### src/rtl/dm_arb_pkg.sv
// dm_arb_pkg: shared constants and types for the data-memory port arbiter.
// Provides default widths, the requester id type, the lock length and a helper
// that returns the opposite requester. Lock support is built only with the
// DM_ARB_LOCK_EN macro.
package dm_arb_pkg;
    localparam int DM_ADDR_W = 7;
    localparam int DM_DATA_W = 32;
    localparam int LOCK_MAX  = 16;
    localparam int LOCK_CW   = $clog2(LOCK_MAX);

    typedef enum logic {
        REQ_CPU = 1'b0,
        REQ_DMA = 1'b1
    } req_id_t;

    function automatic req_id_t other(input req_id_t id);
        return (id == REQ_CPU) ? REQ_DMA : REQ_CPU;
    endfunction
endpackage

### src/rtl/dm_port_arbiter_rr_arb2.sv
// rr_arb2: two-way round-robin picker with optional grant lock.
// Ports: req[1:0] requests, ptr current priority holder, lock[1:0] keep-grant
// requests, gnt[1:0] one-hot grant (combinational), nxt_ptr priority for the
// next arbitration. With DM_ARB_LOCK_EN defined it also takes clk/rst (async,
// active-low) and keeps a counter that caps a locked run at LOCK_MAX grants.
module rr_arb2
    import dm_arb_pkg::*;
(
`ifdef DM_ARB_LOCK_EN
    input  logic       clk,
    input  logic       rst,
`endif
    input  logic [1:0] req,
    input  req_id_t    ptr,
    input  logic [1:0] lock,
    output logic [1:0] gnt,
    output req_id_t    nxt_ptr
);
    req_id_t win;

    // Port 1 wins when it is alone or when it holds priority.
    assign win = req_id_t'(req[1] & (~req[0] | (ptr == REQ_DMA)));
    assign gnt = ~|req ? 2'b00 : (win == REQ_DMA) ? 2'b10 : 2'b01;

`ifdef DM_ARB_LOCK_EN
    logic [LOCK_CW-1:0] cnt;
    logic               hold;

    // The last allowed locked grant hands priority away and clears the run.
    assign hold    = |req && lock[win] && (cnt != LOCK_CW'(LOCK_MAX - 1));
    assign nxt_ptr = ~|req ? ptr : hold ? win : other(win);

    always_ff @(posedge clk or negedge rst)
        if (!rst)
            cnt <= '0;
        else
            cnt <= hold ? cnt + 1'b1 : '0;
`else
    logic unused_lock;

    assign unused_lock = ^lock;
    assign nxt_ptr     = ~|req ? ptr : other(win);
`endif
endmodule

### src/rtl/dm_port_arbiter.sv
// dm_port_arbiter: shares a single-port word-addressed data memory between
// port 0 (CPU) and port 1 (DMA/debug) with round-robin arbitration.
// Ports: clk, rst (async, active-low); per port rK_req/we/addr/wdata/lock in,
// rK_gnt (combinational), rK_rvalid/rK_rdata out; memory side mem_a/mem_wd/
// mem_wr out (registered), mem_rd in (registered read data from the memory).
// Reads return two cycles after the grant, in grant order; writes are silent.
// Optional macro DM_ARB_LOCK_EN enables the rK_lock keep-grant behaviour.
module dm_port_arbiter
    import dm_arb_pkg::*;
#(
    parameter int ADDR_W = DM_ADDR_W,
    parameter int DATA_W = DM_DATA_W
) (
    input  logic              clk,
    input  logic              rst,
    input  logic              r0_req,
    input  logic              r0_we,
    input  logic [ADDR_W-1:0] r0_addr,
    input  logic [DATA_W-1:0] r0_wdata,
    input  logic              r0_lock,
    output logic              r0_gnt,
    output logic              r0_rvalid,
    output logic [DATA_W-1:0] r0_rdata,
    input  logic              r1_req,
    input  logic              r1_we,
    input  logic [ADDR_W-1:0] r1_addr,
    input  logic [DATA_W-1:0] r1_wdata,
    input  logic              r1_lock,
    output logic              r1_gnt,
    output logic              r1_rvalid,
    output logic [DATA_W-1:0] r1_rdata,
    output logic [31:0]       mem_a,
    output logic [DATA_W-1:0] mem_wd,
    output logic              mem_wr,
    input  logic [DATA_W-1:0] mem_rd
);
    req_id_t           rr_ptr, nxt_ptr, owner;
    logic [1:0]        gnt;
    logic              rd_pend, we;
    logic [ADDR_W-1:0] addr;
    logic [DATA_W-1:0] wdata;

    rr_arb2 u_arb (
`ifdef DM_ARB_LOCK_EN
        .clk     (clk),
        .rst     (rst),
`endif
        .req     ({r1_req, r0_req}),
        .ptr     (rr_ptr),
        .lock    ({r1_lock, r0_lock}),
        .gnt     (gnt),
        .nxt_ptr (nxt_ptr)
    );

    assign r0_gnt = gnt[0];
    assign r1_gnt = gnt[1];
    assign we     = gnt[1] ? r1_we    : r0_we;
    assign addr   = gnt[1] ? r1_addr  : r0_addr;
    assign wdata  = gnt[1] ? r1_wdata : r0_wdata;

    // mem_a/mem_wd hold on idle cycles so the memory only does a harmless read.
    always_ff @(posedge clk or negedge rst)
        if (!rst) begin
            rr_ptr    <= REQ_CPU;
            mem_a     <= '0;
            mem_wd    <= '0;
            mem_wr    <= 1'b0;
            rd_pend   <= 1'b0;
            owner     <= REQ_CPU;
            r0_rvalid <= 1'b0;
            r1_rvalid <= 1'b0;
        end else begin
            rr_ptr    <= nxt_ptr;
            mem_wr    <= |gnt & we;
            rd_pend   <= |gnt & ~we;
            if (|gnt) begin
                mem_a  <= {{(32 - ADDR_W){1'b0}}, addr};
                mem_wd <= wdata;
                owner  <= gnt[1] ? REQ_DMA : REQ_CPU;
            end
            r0_rvalid <= rd_pend & (owner == REQ_CPU);
            r1_rvalid <= rd_pend & (owner == REQ_DMA);
        end

    assign r0_rdata = r0_rvalid ? mem_rd : '0;
    assign r1_rdata = r1_rvalid ? mem_rd : '0;
endmodule
### config.mk
export PLATFORM = sky130hd
export DESIGN_NAME = dm_port_arbiter
export DESIGN_NICKNAME = d
export VERILOG_FILES = /design/src/rtl/dm_arb_pkg.sv /design/src/rtl/dm_port_arbiter_rr_arb2.sv /design/src/rtl/dm_port_arbiter.sv
export SDC_FILE = /design/constraint.sdc
export NUM_CORES = 1
export LEC_CHECK = 0
export ABC_AREA = 1
export BUFFER_PORTS_ARGS = -buffer_cell sky130_fd_sc_hd__buf_2
export CAP_MARGIN = 20
export CORE_ASPECT_RATIO = 1.2
export CORE_MARGIN = 5
export CORE_UTILIZATION = 30
export CTS_CLUSTER_SIZE = 20
export DETAILED_ROUTE_END_ITERATION = 16
export PLACE_DENSITY = 0.79
export SYNTH_ARGS = -nofsm -noshare
export SYNTH_HDL_FRONTEND = slang
export SYNTH_HIERARCHICAL = 1
export SYNTH_SLANG_ARGS = --single-unit
### constraint.sdc
create_clock -name clk -period 1.3 [get_ports clk]
set_input_delay 0.065 -clock clk [delete_from_list [all_inputs] [get_ports clk]]
set_output_delay 0.065 -clock clk [all_outputs]
set_load 0.01 [all_outputs]
### Yosys cells after proc, flatten, opt, wreduce, memory -nomap -nowiden

Index checks and enable logic that the tools add are counted.

| operators by class | value |
|---|---|
| muxes and demuxes | 9 |
| bitwise logic cells | 9 |
| reductions and logical operators | 2 |

Operators by type and width:

| operator | count |
|---|---|
| 2-to-1 mux 32 bit | 3 |
| 2-to-1 mux 7 bit | 1 |
| AND 1 bit | 5 |
| 2-to-1 mux 2 bit | 2 |
| OR reduction 2 bit | 2 |
| 2-to-1 mux 1 bit | 3 |
| NOT 1 bit | 3 |
| OR 1 bit | 1 |

| storage, ports and cells | value |
|---|---|
| flip-flop bits (word level) | 45 |
| bits of input ports | 118 |
| output and inout port bits | 133 |
| logic and storage cells | 28 |

### Depth between registers and ports, before layout

| logic depth | value |
|---|---|
| depth in word-level cells | 8 |
| mapped depth | 7 |
| mapped depth without buffers | 6 |

### Hierarchy

Netlist, hierarchy kept.

By module, submodules not included:

| module | instances | cells an instance | area each (um^2) | sequential area each (um^2) |
|---|---|---|---|---|
| dm_port_arbiter | 1 | 391 | 2,671.3 | 1,126.1 |
| rr_arb2 | 1 | 7 | 38.8 | 0.0 |

### Worst setup path after synthesis

Ideal clock, no wire load.

| path | value |
|---|---|
| kind | register -> register |
| start | reg rr_ptr |
| end | reg mem_a[0] |
| setup time | 69 ps |
| arrival time | 1,186 ps |
| required time | 1,231 ps |
| slack | 45 ps |
| stages on the path, launching flop included | 7 |
| path buffers | 2 |
| period minus slack after synthesis | 1,255 ps |
| cells stage by stage | dfrtp_1 -> inv_2 -> a21oi_2 -> buf_4 -> clkbuf_1 -> nand2_1 -> nand3_1 |

| on the way | value |
|---|---|
| word-level cells in the longest chain between the ends | 5 |
| elaborated cells between the ends (all ways) | 6 |
| those cells by class | mux (3); bitwise (2); reduce/logical (1) |

RTL lines:

| element | RTL line | text |
|---|---|---|
| from (decl) | dm_port_arbiter.sv:37 | `req_id_t rr_ptr, nxt_ptr, owner;` |
| from (signal assigned) | dm_port_arbiter.sv:73 | `rr_ptr <= nxt_ptr;` |
| OR 1 bit (*) | dm_port_arbiter_rr_arb2.sv:22 | `assign win = req_id_t'(req[1] & (~req[0] \| (ptr == REQ_DMA)));` |
| AND 1 bit (*) | dm_port_arbiter_rr_arb2.sv:22 |  |
| 2-to-1 mux 2 bit (*) (2 in a row) | dm_port_arbiter_rr_arb2.sv:23 | `assign gnt = ~\|req ? 2'b00 : (win == REQ_DMA) ? 2'b10 : 2'b01;` |
| via r1_gnt | dm_port_arbiter.sv:29 | `output logic r1_gnt,` |
| 2-to-1 mux 7 bit or OR reduction 2 bit (tied branches) | dm_port_arbiter.sv:58, dm_port_arbiter.sv:76 |  |
| to (signal assigned) | dm_port_arbiter.sv:77 | `mem_a <= {{(32 - ADDR_W){1'b0}}, addr};` |
| to (decl) | dm_port_arbiter.sv:32 | `output logic [31:0] mem_a,` |

Mark *: on every way through the listed nets, which the timed path passes. The rest lies on a longest branch.
A chain may end at the register's enable or synchronous reset.

### Worst setup path in the final report

| path | value |
|---|---|
| start | reg rr_ptr |
| end | reg mem_wd[20] |

| on the way | value |
|---|---|
| word-level cells in the longest chain between the ends | 5 |
| elaborated cells between the ends (all ways) | 6 |
| those cells by class | mux (3); bitwise (2); reduce/logical (1) |

RTL lines:

| element | RTL line | text |
|---|---|---|
| OR 1 bit (*) | dm_port_arbiter_rr_arb2.sv:22 |  |
| AND 1 bit (*) | dm_port_arbiter_rr_arb2.sv:22 |  |
| 2-to-1 mux 2 bit (*) (2 in a row) | dm_port_arbiter_rr_arb2.sv:23 |  |
| 2-to-1 mux 32 bit or OR reduction 2 bit (tied branches) | dm_port_arbiter.sv:59, dm_port_arbiter.sv:76 |  |
| to (signal assigned) | dm_port_arbiter.sv:78 | `mem_wd <= wdata;` |
| to (decl) | dm_port_arbiter.sv:33 | `output logic [DATA_W-1:0] mem_wd,` |

Every way passes the cells marked *; elsewhere a longest branch is shown, timed or not.

==> impl_results.md <==
- Crit path setup slack, layout: -0.07109 ns
- Clock share of power: 19.7%
- Tot GR Track Use: 21.35%
- Clock root cell: clkbuf_8
- Dominant cell type by area after synthesis: dfrtp_1
- Initial antenna violation count: 0
- Clk slew on worst S/H paths: 0.09 ns
- Cell Int Power: 0.002924 W
- Min-Delay Path Class: input port to register
- Cell Area, Placed: 3891 um2
- Max_cap viols: 0
- Seq/Total Area, Yosys: 41.55%
- Routability cong.: 0.9342
- Area of the multi-input gates: 1291 um2
- CP endpoint kind: register
- Die X: 96.77 um
- Dpl hpwl: 7.937 mm
- Clock network latency to the later pin of the worst-skew pair: 0.29 ns
- Post-synth top area share: 41.55%
- Die ar.: 11040 um2
- Design area: 4969 um2
- Status: complete, but fails checks
- Synth top area cells: dfrtp_1 (42%), nand2_1 (21%), nand3_1 (14%)
- CP Launch Type: register
- Area growth, synth to finish: 83.33%
- Top Ports: 251
- Crit path time final: 1.371 ns
- Drt initial violations: 263
- Worst r2r src: rr_ptr
- Initial Util: 30.32%
- Largest net degree at the start of global routing: 42
- Worst Hold End: mem_a[0]
- Combinational share of power: 41.9%
- First-pass GRT wire length: 18.38 mm
- Hold path depth: 3
- Critical path arrival: 1.55 ns
- ANT nets after route: 0
- Tcrit/Tclk final: 105.5%
- Flop pwr share: 38.4%
- # H-tree levels: 2
- YS warnings: 6
- Sink Count: 45
- Final slew viol count: 0
- Pre-Repair DR Iteration Count: 5
- Post-Layout Cell Count: 795
- FF+latch count, synth: 45
- Crit path max fanout: 24
- Mapped Cells: 398
- DP Cell Count: 726
- Mapped cell area: 2710 um2
- R2r setup slk: -0.07 ns
- Syn Area/Cell: 6.809 um2
- FP Rows: 38
- Gr ovfl total: 0
- Total number of vias: 3584
- Register Area: 1127 um2
- Leakage: 3.178 nW
- Longest Clk Path Bufs: 2
- Final Hold Vio Count: 0
- Most frequent cells in the layout: buf_2 (205), nand2_1 (134), inv_1 (61)
- Share of cells above drive strength 1: 45.93%
- Critical path class: register to register
- Number of fillers in the final layout: 839
- Worst IR Drop VDD: 0.6350 mV
- CTS Buf Count: 5
- Hold_ws: 0.01187 ns
- Drc violations: 0
- Input/output buffers: 223
- Number of distinct library cells after synthesis: 15
- Util after Layout: 55.59%
- Commonest non-fill, non-tap cell in the layout: buf_2
- Clock Skew: 0.006664 ns
- WL final: 12.92 mm
- Final setup fails: 42
- Vias in the first global route: 3678
- Sw frac: 36.03%
- Peak Freq: 729.3 MHz
- RSZ-0062 raised after global routing: yes
- Worst Hold Launch: r0_addr[0]
- Avg Vias per Cell: 4.508
- Average wire per standard cell: 16.25 um
- Pwr dens: 919.8 nW/um2
- CTS tree: built
- Diodes inserted: 0
- Required time of the critical path: 1.48 ns
- Core area: 8939 um2
- Chip Height: 114.1 um
- Nets: 793
- Worst r2r path cells: 7
- Violated checks: setup timing
- P_sw: 0.001646 W
- Reg2reg end: mem_wd[20]
==> metal layers <==
| layer | track usage, % | wire length [um] | vias to the layer above |
|---|---|---|---|
| li1 | - | - | 1696 |
| met1 | 19.80 | 4235 | 1613 |
| met2 | 38.72 | 6625 | 227 |
| met3 | 9.567 | 1401 | 48 |
| met4 | 12.36 | 654 | 0 |
| met5 | 0 | 0 | - |
==> state kept, by name, summed over array words and instances, names as in the netlist <==
name       flops
owner          1
mem_a          7
r1_rvalid      1
r0_rvalid      1
rd_pend        1
mem_wd        32
rr_ptr         1
mem_wr         1
==> worst max-delay path: stages, from the launching register on <==
cell and delay [ns]:
dfrtp_1 0.43, inv_2 0.07, a21oi_4 0.23, buf_8 0.15, inv_4 0.04, buf_12 0.15
nand3_1 0.09, nand3_1 0.08
==> worst max-delay path by stage <==
stage	start	end	slack [ns]	cells past startpoint
2_1_floorplan	rr_ptr	mem_a[0]	0.04	6
3_3_place_gp	rr_ptr	mem_wd[23]	-0.31	5
3_5_place_dp	rr_ptr	mem_wd[10]	-0.34	5
4_1_cts	rr_ptr	mem_a[1]	-0.04	7
5_1_grt	rr_ptr	mem_a[4]	-0.10	6
6_report	rr_ptr	mem_wd[20]	-0.07	7
==> power groups by stage <==
| stage | logic [W] | registers, W | clock network [W] |
|---|---|---|---|
| after global placement | 0.00144 | 0.00176 | 0 |
| after global routing | 0.00208 | 0.00178 | 0.000981 |
| after detailed placement | 0.00146 | 0.00176 | 0 |
| after CTS | 0.00176 | 0.00174 | 0.000932 |
| final | 0.00192 | 0.00175 | 0.000899 |
| after floorplan | 0.000678 | 0.00185 | 0 |
==> synthesized netlist by cell type <==
| cell type | n |
|---|---|
| dfrtp_1 | 45 |
| a21boi_2 | 1 |
| nor2_1 | 2 |
| buf_4 | 31 |
| clkbuf_1 | 3 |
| buf_6 | 1 |
| a21oi_2 | 1 |
| nor2_4 | 1 |
| buf_2 | 13 |
| nand2_1 | 151 |
| inv_2 | 2 |
| nand3_1 | 78 |
| inv_1 | 67 |
| conb_1 | 1 |
| a21oi_1 | 1 |
==> cells by family (layout without fill, tap and decap cells) <==
kind of cell / after synthesis / in the layout / share of synthesized area (%)
buffers and inverters: 117 / 367 / 21.38
AND/OR/NAND/NOR: 232 / 235 / 36.01
flip-flops: 45 / 45 / 41.55
AO/OA/AOI/OAI: 3 / 3 / 0.9232
other: 1 / 25 / 0.1384
==> area by class of cell <==
cell class / instances / area share (%)
Clock inverter: 1 / 0.1511
Timing Repair Buffer: 291 / 41.22
Tap cell: 120 / 3.022
Inverter: 69 / 5.263
Multi-Input combinational cell: 263 / 25.99
Sequential cell: 45 / 22.69
Clock buffer: 6 / 1.662
==> per-stage QoR <==
stage | power, W | setup slack (ns) | TNS, ns
floorplan | 0.002529 | 0.04499 | 0
global placement | 0.003198 | -0.3053 | -12.21
detailed placement | 0.003219 | -0.3437 | -13.23
CTS | 0.004423 | -0.04305 | -0.9842
global route | 0.004846 | -0.1049 | -3.845
finish | 0.004570 | -0.07109 | -1.464
==> timing repair <==
item	4_1_cts	5_1_grt
endpoints found under the setup margin	44	48
pin swaps	6	7
hold buffers	39	1
gates cloned	6	3
setup buffers	9	5
gates resized for setup	22	67
endpoints found under the hold margin	83	1
No activity file was read; power rests on OpenSTA's default activity.
